File: src/rtl/uart_rxfifo.sv
// uart_rxfifo: receive-side first-word-fall-through FIFO between uart_rx and the
// UART status/data registers. Each entry holds {perr, ferr, byte}. Error pulses
// seen before a byte arrives are held as pending tags and attached to that byte.
module uart_rxfifo #(
  parameter int DEPTH_LOG2 = 4,
  parameter int THRESHOLD  = 8
) (
  input  logic                  clk,
  input  logic                  resetn,
  input  logic [7:0]            rx_byte_i,
  input  logic                  rx_en_i,
  input  logic                  frame_err_i,
  input  logic                  parity_err_i,
  input  logic                  rd_en_i,
  output logic [7:0]            rd_data_o,
  output logic                  rd_ferr_o,
  output logic                  rd_perr_o,
  output logic                  empty_o,
  output logic                  full_o,
  output logic [DEPTH_LOG2:0]   level_o,
  output logic                  thr_o,
  output logic                  overflow_o,
  input  logic                  clear_ovf_i,
  input  logic                  flush_i
);

  localparam int                    DEPTH    = 1 << DEPTH_LOG2;
  localparam logic [DEPTH_LOG2:0]   LVL_FULL = (DEPTH_LOG2 + 1)'(DEPTH);
  localparam logic [DEPTH_LOG2:0]   LVL_THR  = (DEPTH_LOG2 + 1)'(THRESHOLD);
  localparam logic [DEPTH_LOG2:0]   LVL_ONE  = (DEPTH_LOG2 + 1)'(1);
  localparam logic [DEPTH_LOG2-1:0] PTR_ONE  = DEPTH_LOG2'(1);

  logic [9:0]            r_mem [DEPTH];
  logic [DEPTH_LOG2-1:0] r_rd_ptr;
  logic [DEPTH_LOG2-1:0] r_wr_ptr;
  logic [DEPTH_LOG2:0]   r_level;
  logic                  r_pend_ferr;
  logic                  r_pend_perr;
  logic                  r_ovf;

  logic                  w_empty;
  logic                  w_full;
  logic                  w_pop;
  logic                  w_push;
  logic                  w_drop;
  logic [9:0]            w_entry;
  logic [9:0]            w_head;

  // Status decode from the registered level; a separate level counter keeps
  // full and empty distinct even though both pointers wrap to the same value.
  assign w_empty = (r_level == '0);
  assign w_full  = (r_level == LVL_FULL);

  // A pop on an empty FIFO is ignored; a push into a full FIFO is still
  // accepted when a real pop frees a slot in the same cycle.
  assign w_pop  = rd_en_i & ~w_empty;
  assign w_push = rx_en_i & (~w_full | w_pop);
  assign w_drop = rx_en_i & w_full & ~w_pop;

  // Error pulses coincident with the strobe belong to the byte being pushed.
  assign w_entry = {r_pend_perr | parity_err_i, r_pend_ferr | frame_err_i, rx_byte_i};
  assign w_head  = r_mem[r_rd_ptr];

  assign empty_o    = w_empty;
  assign full_o     = w_full;
  assign thr_o      = (r_level >= LVL_THR);
  assign level_o    = r_level;
  assign overflow_o = r_ovf;

  // Head outputs fall through from the array, forced to zero while empty.
  always_comb begin
    // NOTE: every output gets a default first so no path can infer a latch.
    rd_data_o = '0;
    rd_ferr_o = 1'b0;
    rd_perr_o = 1'b0;
    if (!w_empty) begin
      rd_data_o = w_head[7:0];
      rd_ferr_o = w_head[8];
      rd_perr_o = w_head[9];
    end
  end

  // Entry storage: written on an accepted push, never cleared.
  always_ff @(posedge clk) begin
    // NOTE: the array has no reset; level and pointers alone decide which
    // entries are valid, so clearing the storage would only cost logic.
    if (resetn && !flush_i && w_push) begin
      r_mem[r_wr_ptr] <= w_entry;
    end
  end

  // Pointers and level: flush wins over push/pop, then both act together.
  always_ff @(posedge clk) begin
    // NOTE: sequential state uses non-blocking assignments so every register
    // samples the pre-edge values regardless of statement order.
    if (!resetn || flush_i) begin
      r_rd_ptr <= '0;
      r_wr_ptr <= '0;
      r_level  <= '0;
    end else begin
      if (w_push) r_wr_ptr <= r_wr_ptr + PTR_ONE;
      if (w_pop)  r_rd_ptr <= r_rd_ptr + PTR_ONE;
      if (w_push && !w_pop)      r_level <= r_level + LVL_ONE;
      else if (w_pop && !w_push) r_level <= r_level - LVL_ONE;
    end
  end

  // Pending error tags: collected between strobes, consumed by any strobe.
  always_ff @(posedge clk) begin
    if (!resetn || flush_i) begin
      r_pend_ferr <= 1'b0;
      r_pend_perr <= 1'b0;
    end else if (rx_en_i) begin
      r_pend_ferr <= 1'b0;
      r_pend_perr <= 1'b0;
    end else begin
      r_pend_ferr <= r_pend_ferr | frame_err_i;
      r_pend_perr <= r_pend_perr | parity_err_i;
    end
  end

  // Sticky overflow: a dropped byte sets it and beats a simultaneous clear;
  // a flush leaves it untouched.
  always_ff @(posedge clk) begin
    if (!resetn) begin
      r_ovf <= 1'b0;
    end else if (!flush_i) begin
      if (w_drop)           r_ovf <= 1'b1;
      else if (clear_ovf_i) r_ovf <= 1'b0;
    end
  end

endmodule
File: config.mk
export PLATFORM = sky130hd
export DESIGN_NAME = uart_rxfifo
export DESIGN_NICKNAME = d
export VERILOG_FILES = /design/src/rtl/uart_rxfifo.sv
export SDC_FILE = /design/constraint.sdc
export NUM_CORES = 1
export LEC_CHECK = 0
export BUFFER_PORTS_ARGS = -buffer_cell sky130_fd_sc_hd__buf_2
export CAP_MARGIN = 20
export CORE_MARGIN = 2
export CORE_UTILIZATION = 55
export DETAILED_ROUTE_END_ITERATION = 8
export PLACE_DENSITY = 0.81
export SLEW_MARGIN = 40
export SYNTH_ARGS = -nofsm -noshare
export SYNTH_HDL_FRONTEND = slang
export SYNTH_SLANG_ARGS = --single-unit
File: constraint.sdc
create_clock -name clk -period 2.51 [get_ports clk]
set_input_delay 0.3765 -clock clk [delete_from_list [all_inputs] [get_ports clk]]
set_output_delay 0.3765 -clock clk [all_outputs]
set_load 0.005 [all_outputs]
Word-level counts from Yosys, hierarchy flattened --
Memory sizes are Yosys's and may differ from the RTL's. A register that Yosys moved wholly into a read port is not among the register bits. Cells that the tools add are included. Widths: inputs -> output; s select.
Storage, ports and cells: flip-flop bits (word level) 16, bits in latches 0, memory bits (writable) 160, ROM bits 0, input port bits 16, output and inout bits 19, logic and storage cells 49, memories kept 1
Cells by class: add/subtract/negate cells 4, multiply operators 0, divide/modulo/power cells 0, $lt $le $gt $ge 1, equal/unequal tests 1, shift-type cells 0, multiplexer cells 11, bitwise operators 11, reduce and logical (&&, ||, !) cells 14
Memory list:
- r_mem | depth 16, bits a word 10, read ports 1, clocked after memory_dff 1, write ports 1, line 33 | logic [9:0] r_mem [DEPTH];
Operators by type and width (count):
- $mux 5 | 2
- $add 4x1->4 const B | 2
- $mux 4 | 2
- $mux 8 | 1
- $mux 1 | 6
- $add 5x1->5 const B | 1
- $eq 5x5->1 const B | 1
- $ge 5x4->1 const B | 1
- $logic_not 5->1 | 1
- $sub 5x1->5 const B | 1
- $and 1x1->1 | 4
- $logic_and 1x1->1 | 4
- $logic_not 1->1 | 4
- $not 1->1 | 4
- $reduce_bool 2->1 | 2
- $or 1x1->1 | 3
- $reduce_and 2->1 | 1
- $reduce_or 2->1 | 1
- $logic_or 1x1->1 | 1

Depth between registers and ports, before layout --
depth in word-level cells 9, gate-level depth with buffers 11, gate-level depth less buffers 9

Worst setup path before layout --
OpenSTA, ideal clock, no wires.
path type register to register, from reg r_level[0] (netlist: level_o[0]), to reg r_level[4] (netlist: level_o[4]), setup time 72 ps, data arrival time 2680 ps, required time 2438 ps, setup slack -242 ps, stages on the path, launching flop included 11, path buffers 2, clock period less this slack 2752 ps, path through dfxtp_1 or4_1 buf_2 o31a_1 buf_6 ha_1 fa_1 nand2b_1 a21oi_1 mux2i_1 mux2i_1
On the way: longest elaborated chain between the ends 8, elaborated cells on any way between the ends 16, classes of those cells add/sub (2); eq/ne (1); mux (2); bitwise (5); reduce/logical (6)
RTL lines:
- start: declaration | line 36 | logic [DEPTH_LOG2:0] r_level;
- start signal: assignment | line 103 | if (w_push && !w_pop) r_level <= r_level + LVL_ONE;
- start signal: assignment | line 104 | else if (w_pop && !w_push) r_level <= r_level - LVL_ONE;
- $logic_not 5->1 | line 51 | assign w_empty = (r_level == '0);
- $not 1->1 | line 56 | assign w_pop = rd_en_i & ~w_empty;
- $and 1x1->1 | line 56
- $or 1x1->1 (*) | line 57 | assign w_push = rx_en_i & (~w_full | w_pop);
- $and 1x1->1 (*) | line 57
- via w_push | line 44 | logic w_push;
- $logic_not 1->1 | line 104
- $logic_and 1x1->1 | line 104
- $reduce_bool 2->1 (no line)
Mark *: on every way through the listed nets, which the timed path passes. The rest lies on a longest branch. The select of a mux whose other input is x is not followed. A chain may end at the register's enable or synchronous reset.

Worst setup path after layout --
from reg r_level[3] (netlist: level_o[3]), to reg r_level[4] (netlist: level_o[4])
On the way: longest elaborated chain between the ends 8, elaborated cells on any way between the ends 16, classes of those cells add/sub (2); eq/ne (1); mux (2); bitwise (5); reduce/logical (6)
RTL lines (line):
- $logic_not 5->1 | 51
- $not 1->1 | 56
- $and 1x1->1 | 56
- $or 1x1->1 | 57
- $and 1x1->1 | 57
- $logic_not 1->1 | 104
- $logic_and 1x1->1 | 104
- $reduce_bool 2->1 (no line)
Several ways; a longest one is shown, not always the timed one. The select of a mux whose other input is x is not followed.

==> impl_metrics.csv <==
group,metric,value,unit
outcome,outcome,"finished with violations",
outcome,violations,"setup timing",
floorplan,io_pins,35,
setup_path,crit_type,"register to register",
hold_path,hold_class,"input pin to register",
floorplan,num_rows,41,
setup_path,rr_endpoint,"level_o[4]",
cts,clkTransAtPathRegs,0.06,ns
placed_design,place_hpwl,8.79,mm
cts,cts_max_level,4,
drt,avgRoutedWirePerCell,23.5,um
timing,holdWs,0.229,ns
layout,fin_nets,487,
global_route,grt_pass1_vias,3973,
synth,synth_common_cells,"edfxtp_1 (160), mux4_2 (40), nor2_1 (30)",
synth,synth_most_common_cell,"edfxtp_1",
setup_path,setup.worst_path.end_class,"register",
synth,synth_ff_type,"edfxtp_1",
timing,slew_viol_final,0,
synth,synthSimpleGateAreaFrac,0.0498,
timing,worst_slack,-0.0432,ns
placed_design,gp_congestion,0.784,
power_and_ir_drop,peakVddDrop,0.000550,V
global_route,grt_usage,0.225,
global_route,grt_max_degree,21,
setup_path,critPathLaunchType,"register",
hold_path,holdPathEnd,"overflow_o",
synth,synth_xor_area_frac,0.00731,
synth,netlist_instances,383,
timing,timing.final.crit_share,1.02,
synth,synth_top_family_by_area,"multiplexers",
power_and_ir_drop,leakage,2.83,nW
global_route,grt_overflow,0,
floorplan,die_x,118,um
drt,vias_per_cell,6.03,
synth,postSynth.asyncResetShare,0,
setup_path,r2r_start,"level_o[3]",
synth,synthAdderAreaFrac,0.0185,
layout,syn_to_final_growth,19.4,%
floorplan,die_height,118,um
setup_path,rrSetupSlack,-0.04,ns
setup_path,arrival,2.90,ns
timing,setup_violations,2,
drt,ant_nets,0,
drt,drc,0,
synth,yosys_warnings,0,
job,cap_violations,0,
drt,route.vias.total,3898,
cts,clockBufferDepth,2,
drt,firstDrtPassIters,5,
floorplan,dieArea,14000,sq um
placed_design,place_inst,601,
synth,yosys-top-cells-area,"edfxtp_1 (67%), mux4_2 (13%), dfxtp_1 (5.6%)",
layout,insertedDiodeCount,0,
drt,totalWireLength,15.2,mm
cts,root_buffer,"clkbuf_16",
layout,final_cells,646,
power_and_ir_drop,design_power_total,6.41,mW
setup_path,required,2.86,ns
synth,syn-num-nets,409,
drt,drt_iter0_drc,389,
cts,cts_tree,"done",
timing,hold_viol,0,
setup_path,r2r.worst_path.cells,10,
timing,skew,0.00987,ns
timing,period_needed,2.55,ns
timing,fin_tns_setup,-0.0602,ns
timing,worstMarginPinSlew,0.774,ns
cts,cts_made_buffers,17,
timing,rsz0062_at_grt,"yes",
hold_path,min-delay-start,"resetn",
cts,clock-sinks,180,
timing,relSlewSlack,0.484,
layout,drive_above_1_share,0.373,
global_route,grt_pass1_wl,22.7,mm
placed_design,portBuffers,34,
power_and_ir_drop,pwr_density_cell,747,nW/um^2
floorplan,fp.coreArea,12700,sq um
synth,synth.avg_cell_area,18.8,sq um
synth,seq_area_frac_synth,0.724,
timing,fmax,392,MHz
cts,clkLatencyLatePin,0.42,ns
hold_path,min_path_cells,2,
synth,synthMuxAreaShare,0.143,
synth,yosysTopAreaCell,"edfxtp_1",
setup_path,cp_max_fo,5,
synth,synth_edf_count,160,
synth,ys_types,37,
synth,mappedNetlistArea,7190,sq um
floorplan,initial_utilization,0.567,
placed_design,dp_worst_setup_slack,-0.0767,ns
synth,ys_seq_elements,180,
synth,synth.top_cell.area_share,0.669,
synth,synth_compound_area_frac,0.0383,
global_route,antenna_found_initial,0,
-- flip-flops by register name, summed over array words and instances (netlist names), named ones only --
name,flops
r_mem,160
level_o,5
r_rd_ptr,4
r_wr_ptr,4
overflow_o,1
r_pend_ferr,1
r_pend_perr,1
-- through the flow --
step	utilization	instance area (sq um)
6_report	0.677	8580
5_1_grt	0.677	8580
4_1_cts	0.667	8450
3_5_place_dp	0.615	7790
3_3_place_gp	0.614	7770
2_1_floorplan	-	7220
-- metal layers --
layer	global-route usage	up-vias	part of all wire
met5	0	-	0
met4	0.0919	0	0.024
met3	0.0521	32	0.059
met2	0.372	195	0.52
met1	0.290	1982	0.40
li1	-	1689	-
-- how the worst max path moves through the flow --
stage / to / slack [ns] / start
after global routing: level_o[4] / -0.12 / level_o[3]
after floorplan: level_o[4] / -0.12 / level_o[3]
final: level_o[4] / -0.04 / level_o[3]
after global placement: level_o[4] / 0.02 / level_o[3]
after detailed placement: level_o[4] / -0.08 / level_o[3]
after CTS: level_o[4] / 0.008 / level_o[3]
-- placed cells by master (no fill, tap or decap), types with 10 or more instances in the layout --
master and count:
edfxtp_1 160, mux2i_1 13, nor2b_1 10, nor2_1 24, buf_2 34, mux4_2 40, buf_4 36, clkbuf_16 18
dfxtp_1 15, a211oi_2 12
-- critical path, stage by stage, from the launching register on --
cell and delay [ns]:
dfxtp_2 0.32, or4_4 0.54, buf_4 0.18, o21ai_4 0.17, ha_4 0.17, inv_1 0.12
ha_4 0.33, nand2b_4 0.06, a21oi_2 0.17, mux2i_1 0.23, mux2i_1 0.20
-- timing repair --
| action | 4_1_cts | 5_1_grt |
|---|---|---|
| buffers inserted | 6 | 5 |
| endpoints found under the setup margin | 12 | 12 |
| pin swaps | 3 | 8 |
| cloned | 1 | 1 |
| gates resized for setup | 16 | 12 |
| hold buffers | 0 | 0 |
-- area by class of cell --
cell class,count,area (sq um)
fillers,829,4090
multi-input cells,176,2000
clock inverters,10,65.1
flip-flops and latches,180,5220
well taps,172,215
repair buffers,79,612
clock buffers,22,444
inverters,7,26.3
-- kinds of logic (layout without fill, tap and decap cells) --
group,Yosys count,count (layout)
adders and majority gates,10,10
xor gates and xnor gates,6,6
and+or+nand+nor,72,72
buffers and inverters,27,118
muxes,53,53
DFF,180,180
AOI/OAI and AO/OA,35,35
-- where the power goes --
part	internal [mW]	switching [mW]	leakage, nW
clock	1.34	0.986	0.246
sequential	3.29	0.0266	1.60
combinational	0.359	0.413	0.983
Power figures use the tool's default switching activity.
